File: src/rtl/si_bomb_pkg.sv
`default_nettype none
//==============================================================================
// Module : si_bomb_pkg
// Desc   : Shared constants and shot-bus slicing for the alien-bomb playfield.
// Rev    : 1.0 - initial release
//==============================================================================
package si_bomb_pkg;

    localparam int c_ROWS             = 7;
    localparam int c_WIDTH            = 8;
    localparam int c_TICK_DIV_DEFAULT = 2500000;

    // Row k (1 = bottom .. 7 = top) sits at bits [k*width-1 : (k-1)*width].
    function automatic int shot_lsb(input int row, input int width);
        return (row - 1) * width;
    endfunction

endpackage
`default_nettype wire

File: src/rtl/si_bomb_prescaler.sv
`default_nettype none
//==============================================================================
// Module : si_bomb_prescaler
// Desc   : Free-running 0..TICK_DIV-1 counter; o_step marks the last count.
// Rev    : 1.0 - initial release
//==============================================================================
module si_bomb_prescaler #(
    parameter int TICK_DIV = 2500000
) (
    input  logic i_clk,
    input  logic i_rst_n,
    output logic o_step
);

    localparam int             c_CW   = (TICK_DIV > 1) ? $clog2(TICK_DIV) : 1;
    localparam logic [c_CW-1:0] c_LAST = c_CW'(TICK_DIV - 1);

    logic [c_CW-1:0] r_count;

    assign o_step = (r_count == c_LAST);

    always_ff @(posedge i_clk) begin
        if (!i_rst_n) begin
            r_count <= '0;
        end else if (o_step) begin
            r_count <= '0;
        end else begin
            r_count <= r_count + c_CW'(1);
        end
    end

endmodule
`default_nettype wire

File: src/rtl/si_register_bomb.sv
`default_nettype none
//==============================================================================
// Module : si_register_bomb
// Desc   : Seven-row falling-bomb register with drop handshake, bullet
//          annihilation and player-hit detection.
// Rev    : 1.0 - initial release
//==============================================================================
module si_register_bomb
    import si_bomb_pkg::*;
#(
    parameter int TICK_DIV = c_TICK_DIV_DEFAULT,
    parameter int WIDTH    = c_WIDTH
) (
    input  logic                     REGISTER_BOMB_CLOCK_50,
    input  logic                     REGISTER_BOMB_RESET_InLow,
    input  logic                     REGISTER_BOMB_Clear_InLow,
    input  logic                     REGISTER_BOMB_Drop_InLow,
    input  logic [WIDTH-1:0]         REGISTER_BOMB_DropCol_InBus,
    output logic                     REGISTER_BOMB_DropAck_Out,
    input  logic [c_ROWS*WIDTH-1:0]  REGISTER_BOMB_SHOOT_InBus,
    input  logic [WIDTH-1:0]         REGISTER_BOMB_Player_InBus,
    output logic [WIDTH-1:0]         REGISTER_BOMB_FILA7_BUS,
    output logic [WIDTH-1:0]         REGISTER_BOMB_FILA6_BUS,
    output logic [WIDTH-1:0]         REGISTER_BOMB_FILA5_BUS,
    output logic [WIDTH-1:0]         REGISTER_BOMB_FILA4_BUS,
    output logic [WIDTH-1:0]         REGISTER_BOMB_FILA3_BUS,
    output logic [WIDTH-1:0]         REGISTER_BOMB_FILA2_BUS,
    output logic [WIDTH-1:0]         REGISTER_BOMB_FILA1_BUS,
    output logic                     REGISTER_BOMB_Step_Out,
    output logic                     REGISTER_BOMB_Hit_Out,
    output logic                     REGISTER_BOMB_Collide_Out
);

    logic             w_step;
    logic             w_accept;
    logic             w_collide;
    logic [WIDTH-1:0] w_top;
    logic [WIDTH-1:0] w_shot    [c_ROWS];
    logic [WIDTH-1:0] w_shifted [c_ROWS];
    logic [WIDTH-1:0] r_rows    [c_ROWS];   // index 0 = FILA1 (bottom)
    logic [WIDTH-1:0] r_pend_mask;
    logic             r_pend;
    logic             r_ack;
    logic             r_step;
    logic             r_hit;
    logic             r_collide;

    si_bomb_prescaler #(
        .TICK_DIV (TICK_DIV)
    ) u_prescaler (
        .i_clk   (REGISTER_BOMB_CLOCK_50),
        .i_rst_n (REGISTER_BOMB_RESET_InLow),
        .o_step  (w_step)
    );

    for (genvar k = 0; k < c_ROWS; k++) begin : g_shot
        assign w_shot[k] = REGISTER_BOMB_SHOOT_InBus[shot_lsb(k + 1, WIDTH) +: WIDTH];
    end

    // Blocking on r_ack keeps a still-low request from being taken twice.
    assign w_accept = !REGISTER_BOMB_Drop_InLow && !r_pend && !r_ack;
    assign w_top    = r_pend   ? r_pend_mask :
                      w_accept ? REGISTER_BOMB_DropCol_InBus : '0;

    always_comb begin
        w_collide = 1'b0;
        for (int k = 0; k < c_ROWS; k++) begin
            w_shifted[k] = r_rows[k];
        end
        if (w_step) begin
            for (int k = 0; k < c_ROWS - 1; k++) begin
                w_shifted[k] = r_rows[k + 1];
            end
            w_shifted[c_ROWS-1] = w_top;
        end
        for (int k = 0; k < c_ROWS; k++) begin
            w_collide = w_collide | (|(w_shifted[k] & w_shot[k]));
        end
    end

    always_ff @(posedge REGISTER_BOMB_CLOCK_50) begin
        if (!REGISTER_BOMB_RESET_InLow) begin
            for (int k = 0; k < c_ROWS; k++) begin
                r_rows[k] <= '0;
            end
            r_pend_mask <= '0;
            r_pend      <= 1'b0;
            r_ack       <= 1'b0;
            r_step      <= 1'b0;
            r_hit       <= 1'b0;
            r_collide   <= 1'b0;
        end else begin
            r_step <= w_step;
            if (!REGISTER_BOMB_Clear_InLow) begin
                for (int k = 0; k < c_ROWS; k++) begin
                    r_rows[k] <= '0;
                end
                r_pend_mask <= '0;
                r_pend      <= 1'b0;
                r_ack       <= 1'b0;
                r_hit       <= 1'b0;
                r_collide   <= 1'b0;
            end else begin
                for (int k = 0; k < c_ROWS; k++) begin
                    r_rows[k] <= w_shifted[k] & ~w_shot[k];
                end
                r_collide <= w_collide;
                r_ack     <= w_accept;
                r_hit     <= w_step & (|(r_rows[0] & REGISTER_BOMB_Player_InBus));
                if (w_step) begin
                    r_pend      <= 1'b0;
                    r_pend_mask <= '0;
                end else if (w_accept) begin
                    r_pend      <= 1'b1;
                    r_pend_mask <= REGISTER_BOMB_DropCol_InBus;
                end
            end
        end
    end

    assign REGISTER_BOMB_FILA1_BUS   = r_rows[0];
    assign REGISTER_BOMB_FILA2_BUS   = r_rows[1];
    assign REGISTER_BOMB_FILA3_BUS   = r_rows[2];
    assign REGISTER_BOMB_FILA4_BUS   = r_rows[3];
    assign REGISTER_BOMB_FILA5_BUS   = r_rows[4];
    assign REGISTER_BOMB_FILA6_BUS   = r_rows[5];
    assign REGISTER_BOMB_FILA7_BUS   = r_rows[6];
    assign REGISTER_BOMB_DropAck_Out = r_ack;
    assign REGISTER_BOMB_Step_Out    = r_step;
    assign REGISTER_BOMB_Hit_Out     = r_hit;
    assign REGISTER_BOMB_Collide_Out = r_collide;

endmodule
`default_nettype wire

File: config.mk
export PLATFORM = sky130hd
export DESIGN_NAME = si_register_bomb
export DESIGN_NICKNAME = d
export VERILOG_FILES = /design/src/rtl/si_bomb_pkg.sv /design/src/rtl/si_bomb_prescaler.sv /design/src/rtl/si_register_bomb.sv
export SDC_FILE = /design/constraint.sdc
export NUM_CORES = 1
export LEC_CHECK = 0
export BUFFER_PORTS_ARGS = -buffer_cell sky130_fd_sc_hd__buf_2
export CAP_MARGIN = 20
export CELL_PAD_IN_SITES_DETAIL_PLACEMENT = 0
export CELL_PAD_IN_SITES_GLOBAL_PLACEMENT = 2
export CORE_MARGIN = 4
export CORE_UTILIZATION = 25
export DETAILED_ROUTE_END_ITERATION = 16
export PLACE_DENSITY = 0.69
export SLEW_MARGIN = 20
export SYNTH_ARGS = -nofsm -noshare
export SYNTH_HDL_FRONTEND = slang
export SYNTH_SLANG_ARGS = --single-unit
File: constraint.sdc
create_clock -name REGISTER_BOMB_CLOCK_50 -period 3 [get_ports REGISTER_BOMB_CLOCK_50]
set_clock_uncertainty 0.15 [all_clocks]
set_input_delay 0.3 -clock REGISTER_BOMB_CLOCK_50 [delete_from_list [all_inputs] [get_ports REGISTER_BOMB_CLOCK_50]]
set_output_delay 0.3 -clock REGISTER_BOMB_CLOCK_50 [all_outputs]
set_load 0.05 [all_outputs]
* Word level (Yosys, flattened, before mapping)
Memories as Yosys holds them, arrays and structs flattened.
Index checks and enable logic that the tools add are counted.
** Operators by class
- $add $sub $neg :: 1
- Equality and inequality tests :: 1
- Mux-type cells :: 24
- Bitwise operators :: 45
- Reduce and logical (&&, ||, !) cells :: 16
** Operators by type and width (count)
- 2-to-1 mux 8 bit :: 16
- AND 8 bit :: 15
- OR reduction 8 bit :: 8
- 2-to-1 mux 56 bit :: 1
- inverter 8 bit :: 7
- adder 22 x 1 -> 22 bit (second input constant) :: 1
- == test 22 bit (second input constant) :: 1
- bitwise OR 1 bit :: 20
- 2-to-1 mux 1 bit :: 7
- logical NOT 1 bit :: 3
- OR reduction 3 bit :: 1
- logical AND 1 bit :: 2
- inverter 1 bit :: 2
- AND reduction 2 bit :: 1
- OR reduction 2 bit :: 1
- AND 1 bit :: 1
** Storage, ports and cells
- Register bits :: 35
- Memory bits (writable) :: 56
- Bits of input ports :: 76
- Output and inout port bits :: 60
- Logic and storage cells :: 95
- Memories kept :: 1
** Memories
- r_rows :: words 7, bits a word 8, rd ports 7, clocked after Yosys merged registers in 0, write ports 7, RTL line si_register_bomb.sv:40 : logic [WIDTH-1:0] r_rows [c_ROWS];

* Depth between registers and ports, before layout
Gate-level depths: netlist of the first run.
- Depth in word-level cells :: 14
- Depth in mapped cells :: 11
- Gate-level depth less buffers :: 8

* Cells and area by module
A second synthesis of the first run with hierarchy kept.
** Second synthesis, totals
- Cell total of the unflattened synthesis :: 461
- Area, all modules :: 4699.5 um2
** By module, submodules not included
- si_register_bomb :: times used 1, cells an instance 343, area each 3686.0 um2, seq. area each 1861.8 um2
- si_bomb_prescaler :: times used 1, cells an instance 118, area each 1013.5 um2, seq. area each 440.4 um2

* Least setup slack after synthesis of the first run
Ideal clock, no wire load.
- Kind :: flip-flop to flip-flop
- From :: reg u_prescaler.r_count[0]
- To :: reg r_collide (netlist: REGISTER_BOMB_Collide_Out)
- Library setup time :: 133 ps
- Arrival :: 2359 ps
- Data required time :: 2717 ps
- Setup slack :: 358 ps
- Stages on the path, launching flop included :: 10
- Path buffers :: 1
- Clock period less this slack :: 2642 ps
- Cells stage by stage :: dfxtp_1 > ha_1 > nand2_1 > or3_1 > buf_2 > nor2_4 > mux2_2 > a221o_1 > nor4_1 > a31oi_1
** Between the ends
- Cells in the longest elaborated chain, start to end :: 10
- Elaborated cells between the ends (all ways) :: 22
- Classes of those cells :: 1 x eq/ne; 1 x mux; 13 x bitwise; 7 x reduce/logical
** RTL lines
- start: declaration :: RTL line si_bomb_prescaler.sv:18 : logic [c_CW-1:0] r_count;
- start signal: assignment :: RTL line si_bomb_prescaler.sv:28 : r_count <= r_count + c_CW'(1);
- == test 22 bit (*) :: RTL line si_bomb_prescaler.sv:20 : assign o_step = (r_count == c_LAST);
- 2-to-1 mux 56 bit (*) :: RTL line si_register_bomb.sv:70 : if (w_step) begin
- AND 8 bit :: RTL line si_register_bomb.sv:77 : w_collide = w_collide | (|(w_shifted[k] & w_shot[k]));
- OR reduction 8 bit :: RTL line si_register_bomb.sv:77
- bitwise OR 1 bit (5 in a row) :: RTL line si_register_bomb.sv:77
- bitwise OR 1 bit (*) :: RTL line si_register_bomb.sv:77
- end signal: assignment :: RTL line si_register_bomb.sv:107 : r_collide <= w_collide;
- end: declaration :: RTL line si_register_bomb.sv:46 : logic r_collide;
Every way passes the cells marked *; elsewhere a longest branch is shown, timed or not.
A chain may end at the register's enable or synchronous reset.

* Worst setup path after layout of the first run
Same ends and word-level chain as after synthesis.

==> reports/metrics.cfg, run 1 <==
[global_routing]
grt_usage_pct=16.1
grt_pass1_vias=4564
grt-ovfl-total=0
busiest_layer=met2
grt_use_met1_pct=22.2
grt_max_degree=35
antenna_found_initial=1
met3_usage_pct=4.84
grt_pass1_wl_mm=27.1
met2_usage_pct=25.0

[logic_synthesis]
synth_ff_type=edfxtp_1
ys_types=53
synth_area_leaders=edfxtp_1 (30%), dfxtp_1 (18%), mux2i_1 (6.8%)
synth-simple-area-share_pct=22.7
synth-adder-area-share_pct=0.259
synthArstFlopShare_pct=0
synth_top_family_by_area=simple AND/OR/NAND/NOR gates
synthMuxAreaShare_pct=8.94
synthXorXnorAreaFrac_pct=3.63
yosys.area.top_type_share_pct=29.8
synth_cells=490
synthTopCellsByCount=nand2_1 (53), nor3_1 (52), edfxtp_1 (48), dfxtp_1 (43), nor2_1 (36)
yosysSeqAreaShare_pct=47.7
yosysMostFrequentCell=nand2_1
netlist_area_um2=4830
yosysWarnings=0
syn_avg_cell_area_um2=9.86
synth_largest_area_cell=edfxtp_1
synth_compound_area_share_pct=13.2
synth-seq-cells=91
synth-edff-count=48

[cells_and_area]
diodes=0
stdcell_count=946
postLayoutCellArea_um2=6390
drive_above_1_share_pct=26.5
area.growth.synth_to_final_pct=32.3
fin_nets=758

[flow_run]
drv_cap=0

[power]
pwr-share-seq_pct=46.8
power_frac_comb_pct=12.1
vdd_ir_drop_max_uv=250
p_clk_share_pct=41.1
p_sw_share_pct=26.6
intPower_mw=2.19
power_switching_uw=795
powerDensity_nw_per_um2=467
total_power_mw=2.99
power_leakage_nw=2.60

[placed_design]
finalWeightedCongestion=0.849
place_inst=923
dp_hpwl_mm=13.7
placed_area_um2=6010
io_buffers=135

[die]
rows=50
fp.dieW_um=147
die-area_um2=21600
start_util_pct=25.7
core-area_um2=18800
die_h_um=147
boundaryPins=136

[setup_path]
crit_required_ns=3.07
arrival_ns=2.95
startpoint=u_prescaler.r_count[0]
worstSetupPathType=reg2reg
worstPathMaxFanout=5
r2r-end=REGISTER_BOMB_Collide_Out
rr_startpoint=u_prescaler.r_count[0]
crit_path_end_kind=flip-flop
r2r_slack_ns=0.12
crit_path_start_kind=flip-flop
critPathCapture=REGISTER_BOMB_Collide_Out
r2r_cells=8

[clocking]
clock_latency_ns=0.35
cts_max_path_buffers=2
root_buffer=clkbuf_16
cts_setup_buffers=0
numClockSinks=91
cts_htree_levels=3
path_clk_slew_ns=0.07
cts_tree=done
numCtsBuffers=9

[detailed_routing]
first_iter_violations=290
routedWlPerCell_um=18.3
viasPerCell=4.82
wl_mm=17.3
drc=0
ant_nets=0
vias=4562
drt_pass1_iterations=4

[timing]
maxSlewHeadroom_pct=56.8
max_freq_mhz=347
rsz0062_at_grt=no
setup_violations=0
post-route-min-period_ns=2.88
hold_viol=0
period_share_pct=96.1
slew_violations=0
finalSetupTns_ns=0
worstMarginPinSlew_ns=0.647

[worst_hold_path]
hold_path.class=in2reg

[run_status]
outcome=completed

## cell type report
class	count	area, µm²
fill	1991	12400
multi-input combinational	412	2550
sequential	91	2300
timing repair buffer	157	871
tap	260	325
clock buffer	11	233
clock inverter	5	77.6
inverter	10	37.5
## cells in the final DEF (no fill, tap or decap), types with 3 or more instances in the layout
| cell type | instances |
|---|---|
| conb_1 | 48 |
| a22oi_1 | 11 |
| o211ai_1 | 4 |
| nor2_1 | 36 |
| nand2_1 | 52 |
| o21ai_0 | 9 |
| buf_2 | 135 |
| nand4_1 | 9 |
| a21boi_0 | 8 |
| xnor2_1 | 10 |
| and4_1 | 3 |
| a221oi_1 | 3 |
| clkbuf_16 | 9 |
| and3_1 | 6 |
| mux2_2 | 9 |
| edfxtp_1 | 48 |
| nor3b_1 | 8 |
| nor4b_1 | 7 |
| a31oi_1 | 15 |
| buf_4 | 14 |
| xor2_1 | 10 |
| a211oi_1 | 10 |
| inv_1 | 10 |
| dlygate4sd3_1 | 7 |
| dfxtp_1 | 43 |
| a21oi_1 | 12 |
| a22o_1 | 3 |
| mux2i_1 | 33 |
| nand3_1 | 17 |
| and2_1 | 5 |
| o2111ai_1 | 5 |
| nor3_1 | 52 |
## sequential cells by signal, summed over array words and instances (netlist names)
| signal | flops |
|---|---|
| r_rows | 56 |
| u_prescaler.r_count | 22 |
| r_pend_mask | 8 |
| REGISTER_BOMB_Collide_Out | 1 |
| REGISTER_BOMB_DropAck_Out | 1 |
| REGISTER_BOMB_Hit_Out | 1 |
| REGISTER_BOMB_Step_Out | 1 |
| r_pend | 1 |
## how the worst min path moves through the flow
stage / cells past startpoint / endpoint / from / slack [ns]
detailed placement: 2 / r_pend_mask[2] / r_pend_mask[2] / 0.30
global route: 2 / r_rows[4][0] / REGISTER_BOMB_SHOOT_InBus[32] / 0.05
global placement: 1 / u_prescaler.r_count[0] / u_prescaler.r_count[0] / 0.28
finish: 3 / r_pend_mask[0] / REGISTER_BOMB_DropCol_InBus[0] / 0.05
CTS: 3 / r_pend_mask[0] / REGISTER_BOMB_DropCol_InBus[0] / 0.04
floorplan: 1 / r_rows[4][3] / REGISTER_BOMB_SHOOT_InBus[35] / 0.23
## metal layers
metal  share of wire [%]  up-vias
li1                    -     2188
met5               0.040        -
met2                  45      152
met1                  46     2205
met4                 1.3        2
met3                 7.0       15
## per-stage QoR
stage | utilization, % | worst slack (ns) | hold WS [ns]
5_1_grt | 33.9 | 0.0409 | 0.0493
4_1_cts | 33.9 | 0.0497 | 0.0375
2_1_floorplan | - | 0.358 | 0.226
6_report | 33.9 | 0.118 | 0.0491
3_5_place_dp | 31.9 | 0.0671 | 0.297
3_3_place_gp | 31.9 | 0.0908 | 0.282
## cell families (layout without fill, tap and decap cells)
logic type,count (synthesis),after routing
AO/OA/AOI/OAI,91,91
XOR/XNOR,20,20
adder cells (fa/ha/maj),1,1
buffers and inverters,34,183
flip-flops,91,91
multiplexers,42,42
other,1,48
AND/OR/NAND/NOR,210,210
## critical path, stage by stage, from the launching register on
cell	delay (ns)
dfxtp_1	0.36
ha_1	0.22
nand2_1	0.14
or3_4	0.43
nor2_4	0.17
mux2_2	0.37
a221o_1	0.36
nor4_1	0.41
a31oi_1	0.14
## power by group through the flow
stage               clock network, mW  logic, mW  registers (mW)
floorplan                           0      0.106            1.51
global placement                    0      0.353            1.43
detailed placement                  0      0.355            1.43
CTS                              1.26      0.363            1.40
global route                     1.32      0.392            1.40
finish                           1.23      0.362            1.40
## timing repair
action                     4_1_cts  5_1_grt
hold endpoints to repair         7        0
resized for setup                0        2
hold buffers                     7        0
setup endpoints to repair        0        1
No activity file was read; power rests on OpenSTA's default activity.
==> inputs of run 2 (changes only) <==
--- a/config.mk
+++ b/config.mk
@@ -10,9 +10,10 @@
 export CELL_PAD_IN_SITES_DETAIL_PLACEMENT = 0
 export CELL_PAD_IN_SITES_GLOBAL_PLACEMENT = 2
 export CORE_MARGIN = 4
-export CORE_UTILIZATION = 25
+export CORE_UTILIZATION = 34
 export DETAILED_ROUTE_END_ITERATION = 16
-export PLACE_DENSITY = 0.69
+export GPL_TIMING_DRIVEN = 0
+export PLACE_DENSITY = 0.88
 export SLEW_MARGIN = 20
 export SYNTH_ARGS = -nofsm -noshare
 export SYNTH_HDL_FRONTEND = slang
==> constraint.sdc (replaced) <==
create_clock -name REGISTER_BOMB_CLOCK_50 -period 3.6 [get_ports REGISTER_BOMB_CLOCK_50]
set_clock_uncertainty 0.15 [all_clocks]
set_input_delay 0.36 -clock REGISTER_BOMB_CLOCK_50 [delete_from_list [all_inputs] [get_ports REGISTER_BOMB_CLOCK_50]]
set_output_delay 0.36 -clock REGISTER_BOMB_CLOCK_50 [all_outputs]
set_load 0.05 [all_outputs]
==> reports/metrics.cfg, run 2 (synthesis results as in run 1) <==
[run_status]
outcome=completed

[timing]
period_share_pct=87.6  ; -8.4 points
slew_violations=0  ; unchanged
hold_viol=0  ; unchanged
rsz0062_at_grt=no
worstMarginPinSlew_ns=0.770  ; +0.123 ns
setup_violations=0  ; unchanged
post-route-min-period_ns=3.15  ; +0.272 ns
finalSetupTns_ns=0  ; unchanged
max_freq_mhz=317  ; -8.6%
maxSlewHeadroom_pct=48.7  ; -8.1 points

[die]
die-area_um2=16200  ; -25%
core-area_um2=13900  ; -26%
fp.dieW_um=127  ; -13%
boundaryPins=136  ; unchanged
start_util_pct=34.8  ; +9.1 points
rows=43  ; -14%
die_h_um=127  ; -13%

[worst_hold_path]
hold_path.class=in2reg
min_path_cells=2  ; -1
min_from=REGISTER_BOMB_SHOOT_InBus[33]

[cells_and_area]
multi_input_area_um2=2540  ; -0.15%
largestRegisters=r_rows (56), u_prescaler.r_count (22), r_pend_mask (8)
stdcell_count=867  ; -8.4%
layout_common_cells=buf_2 (143), nand2_1 (53), nor3_1 (51)
utilization_pct=44.4  ; +10 points
diodes=0  ; unchanged
largest_reg_flops=56  ; unchanged
layout_commonest_cell=buf_2
seqCellArea_um2=2300  ; unchanged
drive_above_1_share_pct=25.6  ; -0.91 points
area.growth.synth_to_final_pct=27.6
fin_nets=760  ; +0.26%
regMostFlops=r_rows
fillers=1418  ; -29%

[detailed_routing]
drc=0  ; unchanged
first_iter_violations=383  ; +32%
ant_nets=0  ; unchanged
viasPerCell=5.43  ; +13%
vias=4711  ; +3.3%
routedWlPerCell_um=19.8  ; +8.3%
wl_mm=17.2  ; -0.79%
drt_pass1_iterations=5  ; +1

[setup_path]
crit_path_end_kind=flip-flop
worstPathMaxFanout=9  ; +4
crit_required_ns=3.64  ; +0.57 ns
crit_path_start_kind=flip-flop
arrival_ns=3.20  ; +0.25 ns
r2r_cells=9  ; +1
startpoint=u_prescaler.r_count[0]
worstSetupPathType=reg2reg
path_cells=ha_1, nand2_1, or3_1, buf_2, nor2_4, mux2_2, a221o_1, nor4_1, a31oi_1
crit_path_max_incr_delay_ns=0.40  ; -0.03 ns
rr_startpoint=u_prescaler.r_count[0]
crit_slowest_cell=mux2_2

[power]
power_leakage_nw=2.54  ; -2.5%
vdd_ir_drop_max_uv=187  ; -25%
powerDensity_nw_per_um2=376  ; -20%

[flow_run]
drv_cap=0  ; unchanged

[global_routing]
grt_pass1_wl_mm=25.9  ; -4.3%
antenna_found_initial=0  ; -1
grt_max_degree=14  ; -60%
grt_pass1_vias=4600  ; +0.79%
grt-ovfl-total=0  ; unchanged
grt_usage_pct=21.1  ; +4.9 points

[clocking]
numClockSinks=91  ; unchanged
numCtsBuffers=9  ; unchanged
cts_setup_buffers=0  ; unchanged
cts_tree=done
cts_htree_levels=3  ; unchanged
path_clk_slew_ns=0.07  ; about the same
root_buffer=clkbuf_16
cts_max_path_buffers=2  ; unchanged
cts-hold-fix-buffers=0  ; -7
cts_resized=0  ; unchanged
clock_latency_ns=0.34  ; about the same

[placed_design]
dp_hpwl_mm=13.3  ; -2.2%
io_buffers=135  ; unchanged
place_inst=852  ; -7.7%
finalWeightedCongestion=0.852  ; +0.44%

==> run 2: through the flow <==
stage / power (mW) / hold WS (ns) / cell area, µm² / setup WS [ns]
after CTS: 2.33 / 0.0484 / 6160 / 0.479
after detailed placement: 1.48 / 0.294 / 5910 / 0.501
after global placement: 1.47 / 0.285 / 5910 / 0.538
final: 2.32 / 0.0615 / 6160 / 0.446
after global routing: 2.40 / 0.0505 / 6160 / 0.232
after floorplan: 1.35 / 0.268 / 5010 / 0.958
==> run 2: layout make-up <==
cell class | count | share of cell area (%)
Clock buffer | 10 | 3.71
Clock inverter | 5 | 0.345
Sequential cell | 91 | 37.4
Timing Repair Buffer | 135 | 11.0
Multi-Input combinational cell | 412 | 41.3
Buffer | 24 | 2.11
Inverter | 10 | 0.609
Tap cell | 180 | 3.65
==> run 2: final timing paths <==
path	endpoint	slack, ns
setup / recovery	REGISTER_BOMB_Collide_Out	0.45
hold / removal	r_rows[4][1]	0.06
setup reg to reg	REGISTER_BOMB_Collide_Out	0.45
hold reg to reg	r_pend_mask[2]	0.31
==> run 2: routing by layer <==
| layer | share of wire (%) | up-vias | track usage [%] |
|---|---|---|---|
| met5 | 0 | - | 0 |
| met4 | 2.4 | 0 | 7.76 |
| met1 | 46 | 2293 | 29.5 |
| met3 | 7.2 | 26 | 4.35 |
| met2 | 44 | 197 | 32.1 |
| li1 | - | 2195 | - |
==> run 2: report_power, final <==
part	switching [mW]	internal [mW]
Sequential	0.0375	1.12
Clock	0.403	0.456
Combinational	0.208	0.0890
==> run 2: critical path: cells and delay by family (launching register included) <==
kind,cells,cell delay (ns)
AND/OR/NAND/NOR,4,1.17
multiplexers,1,0.40
AO/OA/AOI/OAI,2,0.50
buffers and inverters,1,0.20
flip-flops,1,0.37
adder cells (fa/ha/maj),1,0.22
==> inputs of run 3 (changes only) <==
--- a/config.mk
+++ b/config.mk
@@ -5,15 +5,16 @@
 export SDC_FILE = /design/constraint.sdc
 export NUM_CORES = 1
 export LEC_CHECK = 0
+export ABC_AREA = 1
 export BUFFER_PORTS_ARGS = -buffer_cell sky130_fd_sc_hd__buf_2
 export CAP_MARGIN = 20
 export CELL_PAD_IN_SITES_DETAIL_PLACEMENT = 0
 export CELL_PAD_IN_SITES_GLOBAL_PLACEMENT = 2
 export CORE_MARGIN = 4
-export CORE_UTILIZATION = 34
+export CORE_UTILIZATION = 31
 export DETAILED_ROUTE_END_ITERATION = 16
 export GPL_TIMING_DRIVEN = 0
-export PLACE_DENSITY = 0.88
+export PLACE_DENSITY = 0.87
 export SLEW_MARGIN = 20
 export SYNTH_ARGS = -nofsm -noshare
 export SYNTH_HDL_FRONTEND = slang
==> reports/metrics.cfg, run 3 <==
[run_status]
outcome=completed

[setup_path]
crit_required_ns=3.65  ; about the same
worstPathMaxFanout=10  ; +1
crit_path_start_kind=flip-flop
arrival_ns=2.81  ; -0.39 ns
crit_path_end_kind=flip-flop
worstSetupPathType=reg2reg

[logic_synthesis]
yosysWarnings=0  ; unchanged
synthArstFlopShare_pct=0  ; unchanged
synth_cells=676  ; +38%
synthTopCellsByCount=nand2_1 (200), inv_1 (71), nand3_1 (67), nor3_1 (60), nor2_1 (51)
syn_avg_cell_area_um2=7.46  ; -24%
synth_area_leaders=edfxtp_1 (29%), dfxtp_1 (17%), nand2_1 (15%)
yosysSeqAreaShare_pct=45.7  ; -2.0 points
synth_ff_type=edfxtp_1
netlist_area_um2=5040  ; +4.4%
synth-edff-count=48  ; unchanged
ys_types=38  ; -28%
synth-seq-cells=91  ; unchanged
yosys.area.top_type_share_pct=28.6  ; -1.2 points
yosysMostFrequentCell=nand2_1
synth_largest_area_cell=edfxtp_1

[timing]
hold_viol=0  ; unchanged
setup_violations=0  ; unchanged
worstMarginPinSlew_ns=0.710  ; -0.0592 ns
post-route-min-period_ns=2.76  ; -0.396 ns
period_share_pct=76.6  ; -11 points
timing.hold.ws_ns=0.0432  ; -0.0184 ns
slew_violations=0  ; unchanged
rsz0062_at_grt=no
max_freq_mhz=363  ; +14%
finalSetupTns_ns=0  ; unchanged
maxSlewHeadroom_pct=52.6  ; +3.9 points

[clocking]
numCtsBuffers=9  ; unchanged
root_buffer=clkbuf_16
numClockSinks=91  ; unchanged
cts_htree_levels=3  ; unchanged
cts_resized=0  ; unchanged
cts_tree=done
cts_max_path_buffers=2  ; unchanged
clock_latency_ns=0.34  ; about the same
cts-hold-fix-buffers=0  ; unchanged
path_clk_slew_ns=0.06  ; about the same
cts_setup_buffers=0  ; unchanged

[die]
boundaryPins=136  ; unchanged
fp.dieW_um=136  ; +6.5%
core-area_um2=15900  ; +14%
die_h_um=136  ; +6.5%
rows=46  ; +7.0%
start_util_pct=31.7  ; -3.1 points
die-area_um2=18400  ; +14%

[placed_design]
finalWeightedCongestion=0.813  ; -4.6%
io_buffers=135  ; unchanged
dp_hpwl_mm=13.2  ; -1.2%

[cells_and_area]
layout_commonest_cell=nand2_1
layout_common_cells=nand2_1 (200), buf_2 (150), inv_1 (71)
area.growth.synth_to_final_pct=28.1
diodes=0  ; unchanged
largest_reg_flops=56  ; unchanged
fillers=1731  ; +22%
drive_above_1_share_pct=20.9  ; -4.7 points
largestRegisters=r_rows (56), u_prescaler.r_count (22), r_pend_mask (8)
fin_nets=946  ; +24%
seqCellArea_um2=2300  ; unchanged
regMostFlops=r_rows
multi_input_area_um2=2490  ; -1.9%
utilization_pct=40.7  ; -3.7 points

[detailed_routing]
routedWlPerCell_um=15.7  ; -21%
viasPerCell=4.77  ; -12%
drt_pass1_iterations=5  ; unchanged
drc=0  ; unchanged
first_iter_violations=315  ; -18%
ant_nets=0  ; unchanged
vias=5194  ; +10%
wl_met2_mm=7.77  ; +2.1%
dr_wl_met3_mm=1.38  ; +11%
wl_mm=17.1  ; -0.32%
met1Wirelength_mm=7.62  ; -3.7%
routed.top_layer=met5

[global_routing]
grt_pass1_wl_mm=26.0  ; +0.37%
grt_pass1_vias=5095  ; +11%
grt_usage_pct=18.4  ; -2.6 points
antenna_found_initial=1  ; +1
grt_max_degree=15  ; +1
grt-ovfl-total=0  ; unchanged

[worst_hold_path]
hold_path.class=in2reg

[power]
power_leakage_nw=3.10  ; +22%
powerDensity_nw_per_um2=374  ; -0.58%
vdd_ir_drop_max_uv=244  ; +31%

[flow_run]
drv_cap=0  ; unchanged

## run 3: cell types whose count changed in the layout (fill, tap and decap cells not counted), sizes merged, moves of 11 or more
cell,previous run,this run
nor2,37,56
nand4,10,45
nand2,54,203
inv,10,72
nand3,17,72
mux2i,33,0
a22oi,11,0
a31oi,15,3
## run 3: cells by family (layout without fill, tap and decap cells)
kind of cell	count (synthesis)	count (layout)	synth area share [%]
AOI/OAI and AO/OA	31	31	3.60
xor gates and xnor gates	6	6	1.04
DFF	91	91	45.7
buffers and inverters	102	253	8.34
other	1	48	0.0744
and+or+nand+nor	444	444	41.0
adders and majority gates	1	1	0.248
## run 3: path summary, 6_finish.rpt
check                                                    from                         to  slack [ns]  depth (start not counted)
worst max-delay path                   u_prescaler.r_count[0]  REGISTER_BOMB_Collide_Out        0.84                         14
worst min-delay path            REGISTER_BOMB_SHOOT_InBus[37]               r_rows[4][5]        0.04                          2
worst max register to register         u_prescaler.r_count[0]  REGISTER_BOMB_Collide_Out        0.84                         14
worst min register to register         u_prescaler.r_count[0]     u_prescaler.r_count[0]        0.30                          1
## run 3: metrics by stage
| step | std cells | setup slack (ns) | cell area, µm² | total power, mW |
|---|---|---|---|---|
| detailed placement | 1074 | 0.876 | 6160 | 1.48 |
| global route | 1090 | 0.605 | 6460 | 2.50 |
| CTS | 1090 | 0.857 | 6460 | 2.43 |
| finish | 1090 | 0.842 | 6460 | 2.41 |
| floorplan | 723 | 1.52 | 5220 | 1.36 |
| global placement | 1074 | 0.900 | 6160 | 1.48 |
## run 3: cell type report
class / count / area share [%]
inverter: 75 / 4.36
tap: 216 / 4.18
multi-input combinational: 530 / 38.6
timing repair buffer: 135 / 10.5
clock inverter: 1 / 0.0775
buffer: 27 / 2.15
sequential: 91 / 35.6
clock buffer: 15 / 4.49
## run 3: critical path, stage by stage (launching register included)
cell and delay, ns:
dfxtp_1 0.32, ha_1 0.25, nand3_4 0.15, nor2_8 0.08, nand3_2 0.12, clkbuf_1 0.56
nand2_1 0.15, nand3_1 0.12, nand2_1 0.05, nor2_1 0.10, nand2_1 0.10, nor2_1 0.22
nand2_1 0.08, nor2_1 0.09, nor2_1 0.06
## run 3: routing by layer
layer | global-route usage (%) | up-vias
li1 | - | 2601
met1 | 24.6 | 2369
met2 | 30.0 | 194
met5 | 0 | -
met4 | 5.94 | 2
met3 | 3.71 | 28
## run 3: where the power goes
| part | switching (mW) | internal, mW | leakage, nW | total [mW] |
|---|---|---|---|---|
| combinational | 0.223 | 0.0896 | 2.11 | 0.313 |
| clock | 0.407 | 0.552 | 0.148 | 0.958 |
| sequential | 0.0195 | 1.12 | 0.843 | 1.14 |
| total | 0.649 | 1.77 | 3.10 | 2.41 |
